==> src/rtl/store_drain_unit.sv <==
// -----------------------------------------------------------------------------
// store_drain_unit
//
// Drains committed stores from the head of the store queue into data memory,
// one at a time. A credit counter tracks stores retired by the ROB but not yet
// popped. A store is only taken from the queue when at least one credit is
// available.
//
// Each popped store is latched and then aligned to its byte lanes. A legal
// store becomes a memory write request that is held until it is acknowledged.
// An illegal store (misaligned half or word, or size 11) is dropped with a
// one-cycle error pulse. It still uses up its credit and its queue entry.
//
// Ports
//   clk, rst_n        clock, asynchronous active-low reset
//   commit_cnt        stores retired this cycle (0..2), adds credits
//   sq_valid/addr/    store queue head entry (data right-aligned,
//   data/size         size 00 byte / 01 half / 10 word / 11 illegal)
//   sq_pop            one-cycle pop of the queue head
//   mem_req/addr/     registered write request: word-aligned address,
//   wdata/wstrb       lane-positioned data and byte strobes
//   mem_ack           write complete (only honoured while waiting)
//   misalign_err      one-cycle pulse for a dropped illegal store
//   drain_idle        FSM idle and no outstanding credits
// -----------------------------------------------------------------------------
module store_drain_unit #(
   parameter int ADDR_WIDTH   = 32,
   parameter int DATA_WIDTH   = 32,
   parameter int CREDIT_WIDTH = 5
) (
   input  logic                  clk,
   input  logic                  rst_n,
   input  logic [1:0]            commit_cnt,
   input  logic                  sq_valid,
   input  logic [ADDR_WIDTH-1:0] sq_addr,
   input  logic [DATA_WIDTH-1:0] sq_data,
   input  logic [1:0]            sq_size,
   output logic                  sq_pop,
   output logic                  mem_req,
   output logic [ADDR_WIDTH-1:0] mem_addr,
   output logic [DATA_WIDTH-1:0] mem_wdata,
   output logic [3:0]            mem_wstrb,
   input  logic                  mem_ack,
   output logic                  misalign_err,
   output logic                  drain_idle
);

   localparam int LANE_W = DATA_WIDTH / 4;

   typedef enum logic [1:0] {
      S_IDLE  = 2'd0,
      S_ISSUE = 2'd1,
      S_WAIT  = 2'd2
   } state_e;

   state_e                  state_q, state_d;
   logic [CREDIT_WIDTH-1:0] credits_q, credits_d;

   // Latched copy of the popped store
   logic [ADDR_WIDTH-1:0]   st_addr_q, st_addr_d;
   logic [DATA_WIDTH-1:0]   st_data_q, st_data_d;
   logic [1:0]              st_size_q, st_size_d;

   // Registered memory-side outputs
   logic                    mem_req_q, mem_req_d;
   logic [ADDR_WIDTH-1:0]   mem_addr_q, mem_addr_d;
   logic [DATA_WIDTH-1:0]   mem_wdata_q, mem_wdata_d;
   logic [3:0]              mem_wstrb_q, mem_wstrb_d;
   logic                    misalign_q, misalign_d;

   logic                    credit_avail;
   logic                    take_head;
   logic                    st_legal;
   logic [3:0]              lane_strb;
   logic [DATA_WIDTH-1:0]   lane_data;

   // Gating uses the registered count, so a commit can be used from the next
   // cycle onward.
   assign credit_avail = (credits_q != '0);
   assign take_head    = (state_q == S_IDLE) && sq_valid && credit_avail;

   // ---------------------------------------------------------------------------
   // Credit counter: commits and the pop both apply in the same cycle.
   // ---------------------------------------------------------------------------
   always_comb begin
      credits_d = credits_q + CREDIT_WIDTH'(commit_cnt) - CREDIT_WIDTH'(sq_pop);
   end

   // ---------------------------------------------------------------------------
   // Legality check and lane placement of the latched store.
   // Narrow data is replicated across lanes; the strobes pick the live lanes.
   // ---------------------------------------------------------------------------
   always_comb begin
      st_legal  = 1'b0;
      lane_strb = 4'b0000;
      lane_data = '0;
      case (st_size_q)
         2'b00: begin
            st_legal  = 1'b1;
            lane_strb = 4'b0001 << st_addr_q[1:0];
            lane_data = {4{st_data_q[LANE_W-1:0]}};
         end
         2'b01: begin
            st_legal  = ~st_addr_q[0];
            lane_strb = 4'b0011 << st_addr_q[1:0];
            lane_data = {2{st_data_q[2*LANE_W-1:0]}};
         end
         2'b10: begin
            st_legal  = (st_addr_q[1:0] == 2'b00);
            lane_strb = 4'b1111;
            lane_data = st_data_q;
         end
         default: begin
            st_legal  = 1'b0;
         end
      endcase
   end

   // ---------------------------------------------------------------------------
   // FSM: state register
   // ---------------------------------------------------------------------------
   always_ff @(posedge clk or negedge rst_n) begin
      if (!rst_n) begin
         state_q <= S_IDLE;
      end else begin
         state_q <= state_d;
      end
   end

   // ---------------------------------------------------------------------------
   // FSM: next state. mem_ack is only looked at in WAIT.
   // ---------------------------------------------------------------------------
   always_comb begin
      state_d = state_q;
      case (state_q)
         S_IDLE:  if (take_head) state_d = S_ISSUE;
         S_ISSUE: state_d = st_legal ? S_WAIT : S_IDLE;
         S_WAIT:  if (mem_ack) state_d = S_IDLE;
         default: state_d = S_IDLE;
      endcase
   end

   // ---------------------------------------------------------------------------
   // FSM: outputs and register next-values.
   // The request is registered when leaving ISSUE, so it first appears in WAIT.
   // An ack in that same cycle ends it, which gives 3-cycle store spacing.
   // ---------------------------------------------------------------------------
   always_comb begin
      sq_pop      = 1'b0;
      st_addr_d   = st_addr_q;
      st_data_d   = st_data_q;
      st_size_d   = st_size_q;
      mem_req_d   = mem_req_q;
      mem_addr_d  = mem_addr_q;
      mem_wdata_d = mem_wdata_q;
      mem_wstrb_d = mem_wstrb_q;
      misalign_d  = 1'b0;
      case (state_q)
         S_IDLE: begin
            if (take_head) begin
               sq_pop    = 1'b1;
               st_addr_d = sq_addr;
               st_data_d = sq_data;
               st_size_d = sq_size;
            end
         end
         S_ISSUE: begin
            if (st_legal) begin
               mem_req_d   = 1'b1;
               mem_addr_d  = {st_addr_q[ADDR_WIDTH-1:2], 2'b00};
               mem_wdata_d = lane_data;
               mem_wstrb_d = lane_strb;
            end else begin
               misalign_d  = 1'b1;
            end
         end
         S_WAIT: begin
            // Payload stays as it is; only the request drops after the ack.
            if (mem_ack) mem_req_d = 1'b0;
         end
         default: begin
            mem_req_d = 1'b0;
         end
      endcase
   end

   // ---------------------------------------------------------------------------
   // Datapath and counter registers. Reset abandons any pending request.
   // ---------------------------------------------------------------------------
   always_ff @(posedge clk or negedge rst_n) begin
      if (!rst_n) begin
         credits_q   <= '0;
         st_addr_q   <= '0;
         st_data_q   <= '0;
         st_size_q   <= 2'b00;
         mem_req_q   <= 1'b0;
         mem_addr_q  <= '0;
         mem_wdata_q <= '0;
         mem_wstrb_q <= 4'b0000;
         misalign_q  <= 1'b0;
      end else begin
         credits_q   <= credits_d;
         st_addr_q   <= st_addr_d;
         st_data_q   <= st_data_d;
         st_size_q   <= st_size_d;
         mem_req_q   <= mem_req_d;
         mem_addr_q  <= mem_addr_d;
         mem_wdata_q <= mem_wdata_d;
         mem_wstrb_q <= mem_wstrb_d;
         misalign_q  <= misalign_d;
      end
   end

   assign mem_req      = mem_req_q;
   assign mem_addr     = mem_addr_q;
   assign mem_wdata    = mem_wdata_q;
   assign mem_wstrb    = mem_wstrb_q;
   assign misalign_err = misalign_q;
   assign drain_idle   = (state_q == S_IDLE) && (credits_q == '0);

endmodule

==> config.mk <==
export PLATFORM = sky130hd
export DESIGN_NAME = store_drain_unit
export DESIGN_NICKNAME = d
export VERILOG_FILES = /design/src/rtl/store_drain_unit.sv
export SDC_FILE = /design/constraint.sdc
export NUM_CORES = 1
export LEC_CHECK = 0
export BUFFER_PORTS_ARGS = -buffer_cell sky130_fd_sc_hd__clkbuf_2
export CORE_UTILIZATION = 57
export DETAILED_ROUTE_END_ITERATION = 7
export PLACE_DENSITY = 0.85
export SYNTH_ARGS = -nofsm -noshare
export SYNTH_HDL_FRONTEND = slang
export SYNTH_SLANG_ARGS = --single-unit
==> constraint.sdc <==
create_clock -name clk -period 4 [get_ports clk]
set_clock_uncertainty 0.05 [all_clocks]
set_input_delay 0 -clock clk [delete_from_list [all_inputs] [get_ports clk]]
set_output_delay 0 -clock clk [all_outputs]
set_load 0.01 [all_outputs]
==> results.md <==
- Vias per Instance: slightly above 5
- Die outline width: 103 µm
- Maximum VDD drop: around 0.00053 V
- Sequential element share of the synthesized area: 0.607
- Worst hold margin: just over 0.09 ns
- Part of the cycle the worst path needs: 0.622
- Crit path top cell by count: sky130_fd_sc_hd__inv_1
- Share of Yosys cell area claimed by the top area cell type: 0.607
- Highest-delay cell along the critical path: sky130_fd_sc_hd__fa_1
- Number of buffer and inverter instances along the worst setup path: 5
- Data required time of the critical path: about 4.4 ns
- Number of optimization iterations in the first detailed-route pass: 5
- Clock buffer count from CTS: 17
- Maximum clock rate: between 400 and 500 MHz
- Run status: completed
- Share of flip-flops with an asynchronous set or reset: 1.00
- Drt first-iter violations: 112
- Final count of negative-setup-slack endpoints: 0
- Worst setup EP type: register
- Type of the setup path with the least slack: register to register
- Net count reported at finish: slightly above 700
- Tightest Pin Transition: 1.01 ns
- Critical path data arrival time: between 2 and 3 ns
- Total gr overflow: 0
- Maximum clock insertion buffer count: 2
- Crit path time final: 2.49 ns
- Most frequent cell after synthesis: sky130_fd_sc_hd__dfrtp_1
- Die height: between 100 and 150 µm
- Synth-to-layout area growth: 34.4%
- Synthesis Warnings: 0
- Number of enable-type register cells in the synthesized netlist: 0
- Gate family responsible for the most delay along the worst path: adder cells
- Via count of the first global-routing pass: 4,203
- R2R Path Start: credits_q[2]
- Number of hold-slack violations in the final timing report: 0
- Post-layout total power: 6.49 mW
- Max-cap violations: 0
- HP Class: input port to asynchronous set/reset pin
- Total DRC errors in the routed layout: 0
- Routed Antenna Nets: 0
- Count of cell types in the netlist: 29
- Power Density: 831 mW/mm²
- Total wirelength of the detailed-routed design: 13,300 µm
- Share of layout cells above drive strength 1: 0.433
- Number of placement rows: 36
- Clock network latency to the later pin of the worst-skew pair: 0.52 ns
- H-tree depth: 4
- CP peak stage delay: roughly 0.4 ns
- Pin count of the biggest net entering global routing: ~100
- Core region area: 0.00982 mm²
- Biggest area consumer among synthesized cells: sky130_fd_sc_hd__dfrtp_1
- Clock sinks: roughly 140
- Start point of the critical path: credits_q[2]
- Post-synth top flop: sky130_fd_sc_hd__dfrtp_1
- Post-DR wirelength/cell: 16.9 µm
- Routability-driven placement congestion ratio: 0.762
- Post-Route Setup TNS: 0 ns
- Max Transition Viols Final: 0
- Critical-path cell list: inv_1 -> ha_1 -> nand3_1 -> nand3_4 -> inv_1 -> ha_1 -> inv_1 -> ha_1 -> inv_1 -> fa_1 -> inv_1 -> a21oi_1 -> o21bai_1 -> xnor2_1
- Synthesized instance count: between 400 and 500
- Worst-case headroom to the max-slew limit: 0.326
- Wire length of the first global-routing pass: 21,000 µm
- Clk root buf: sky130_fd_sc_hd__clkbuf_8
- Number of vias in the routed layout: 4,078
- CTS clock-pin slew for the worst setup and hold paths: roughly 0.06 ns
- Per-instance average area after synthesis: between 10 and 15 µm²
- GRT Util Overall: 0.271
- Number of ports placed on the die boundary: 144
- Setup repair after global routing missed its margin: false
- Starting Density: 0.592
- Initial antenna violation count: 0
- Commonest cells post-synth: sky130_fd_sc_hd__dfrtp_1, sky130_fd_sc_hd__mux2_2, sky130_fd_sc_hd__a21oi_1, sky130_fd_sc_hd__nand2_1, sky130_fd_sc_hd__o21ai_0
- Main area contributors after synthesis: sky130_fd_sc_hd__dfrtp_1, sky130_fd_sc_hd__mux2_2, sky130_fd_sc_hd__a21oi_1
- Synthesized cell area: 0.00581 mm²
- Worst Setup Start Kind: register
- Register bit total from synthesis: 141
- Worst-path fanout max: 2
- DIE AREA: 0.0106 mm²
- Leakage: around 3.8 nW
- Port Buffers: 141
- Number of diodes: 0
- Clock tree from TritonCTS: yes
- Number of post-CTS setup repair buffers: 0
- Hpwl dp: 8040 µm
## cells by family after synthesis
family	Yosys count	share of synthesized area
DFF	141	0.607
muxes	113	0.218
AOI/OAI and AO/OA	62	0.0603
and+or+nand+nor	57	0.0459
buffers and inverters	48	0.0437
adders and majority gates	8	0.0185
xor gates and xnor gates	4	0.00603
other	1	0.000645
## state kept, by name, summed over array words and instances, names as in the netlist
name          cells
st_addr_q        32
st_size_q         2
credits_q         5
st_data_q        32
state_q           2
mem_req           1
mem_addr         30
mem_wdata        32
misalign_err      1
mem_wstrb         4
## through the flow
stage / cell area [µm²] / setup WS (ns) / std cells / utilization
after floorplan: 5810 / 1.36 / 435 / -
after detailed placement: 6560 / 1.55 / 687 / 0.668
after global routing: 7810 / 1.31 / 787 / 0.795
after global placement: 6560 / 1.70 / 687 / 0.668
final: 7810 / 1.51 / 787 / 0.795
after CTS: 7810 / 1.51 / 787 / 0.795
## layout make-up
class	count	area, µm²
inverters	22	82.6
well taps	133	166
multi-input cells	246	2040
fillers	589	2010
clock buffers	23	487
flip-flops and latches	141	3530
repair buffers	215	1440
clock inverters	7	62.6
## path summary, 6_finish.rpt
check,cells after the start,slack (ns),to
setup / recovery,14,1.51,credits_q[4]
hold / removal,2,0.09,st_addr_q[10]
setup reg to reg,14,1.51,credits_q[4]
hold reg to reg,2,0.43,mem_wdata[29]
max in group asynchronous,3,2.70,mem_addr[9]
min in group clk,6,0.10,credits_q[1]
## per-layer routing
metal	wire length, µm	part of all wire	track usage	vias up
met5	0	0	0	-
met4	343	0.026	0.118	0
met1	5430	0.41	0.316	2025
met2	6860	0.52	0.466	127
li1	-	-	-	1897
met3	677	0.051	0.0814	29
## cell usage in the layout (no fill, tap or decap), types with 2 or more instances in the layout
| cell type | netlist | final |
|---|---|---|
| sky130_fd_sc_hd__clkinv_2 | 0 | 5 |
| sky130_fd_sc_hd__a21oi_1 | 26 | 26 |
| sky130_fd_sc_hd__o21ai_0 | 24 | 24 |
| sky130_fd_sc_hd__ha_1 | 7 | 7 |
| sky130_fd_sc_hd__nor2b_1 | 11 | 10 |
| sky130_fd_sc_hd__clkbuf_2 | 0 | 140 |
| sky130_fd_sc_hd__dfrtp_1 | 141 | 141 |
| sky130_fd_sc_hd__a211oi_1 | 8 | 8 |
| sky130_fd_sc_hd__xor2_1 | 2 | 2 |
| sky130_fd_sc_hd__nor2_1 | 15 | 15 |
| sky130_fd_sc_hd__inv_1 | 22 | 22 |
| sky130_fd_sc_hd__clkbuf_8 | 0 | 6 |
| sky130_fd_sc_hd__mux2i_1 | 9 | 9 |
| sky130_fd_sc_hd__dlygate4sd3_1 | 0 | 70 |
| sky130_fd_sc_hd__conb_1 | 1 | 2 |
| sky130_fd_sc_hd__xnor2_1 | 2 | 2 |
| sky130_fd_sc_hd__buf_4 | 9 | 4 |
| sky130_fd_sc_hd__mux2_2 | 103 | 103 |
| sky130_fd_sc_hd__clkbuf_16 | 0 | 16 |
| sky130_fd_sc_hd__nand2_1 | 26 | 26 |
## repair_timing
action / in CTS / in global routing
hold endpoints to repair: 172 / 0
hold buffers: 70 / 0
gates resized for setup: 0 / 0
## report_power, final
group,switching (mW),internal (mW)
clock,0.551,0.894
sequential,0.539,2.15
combinational,1.14,1.21
No activity file was read; power rests on OpenSTA's default activity.
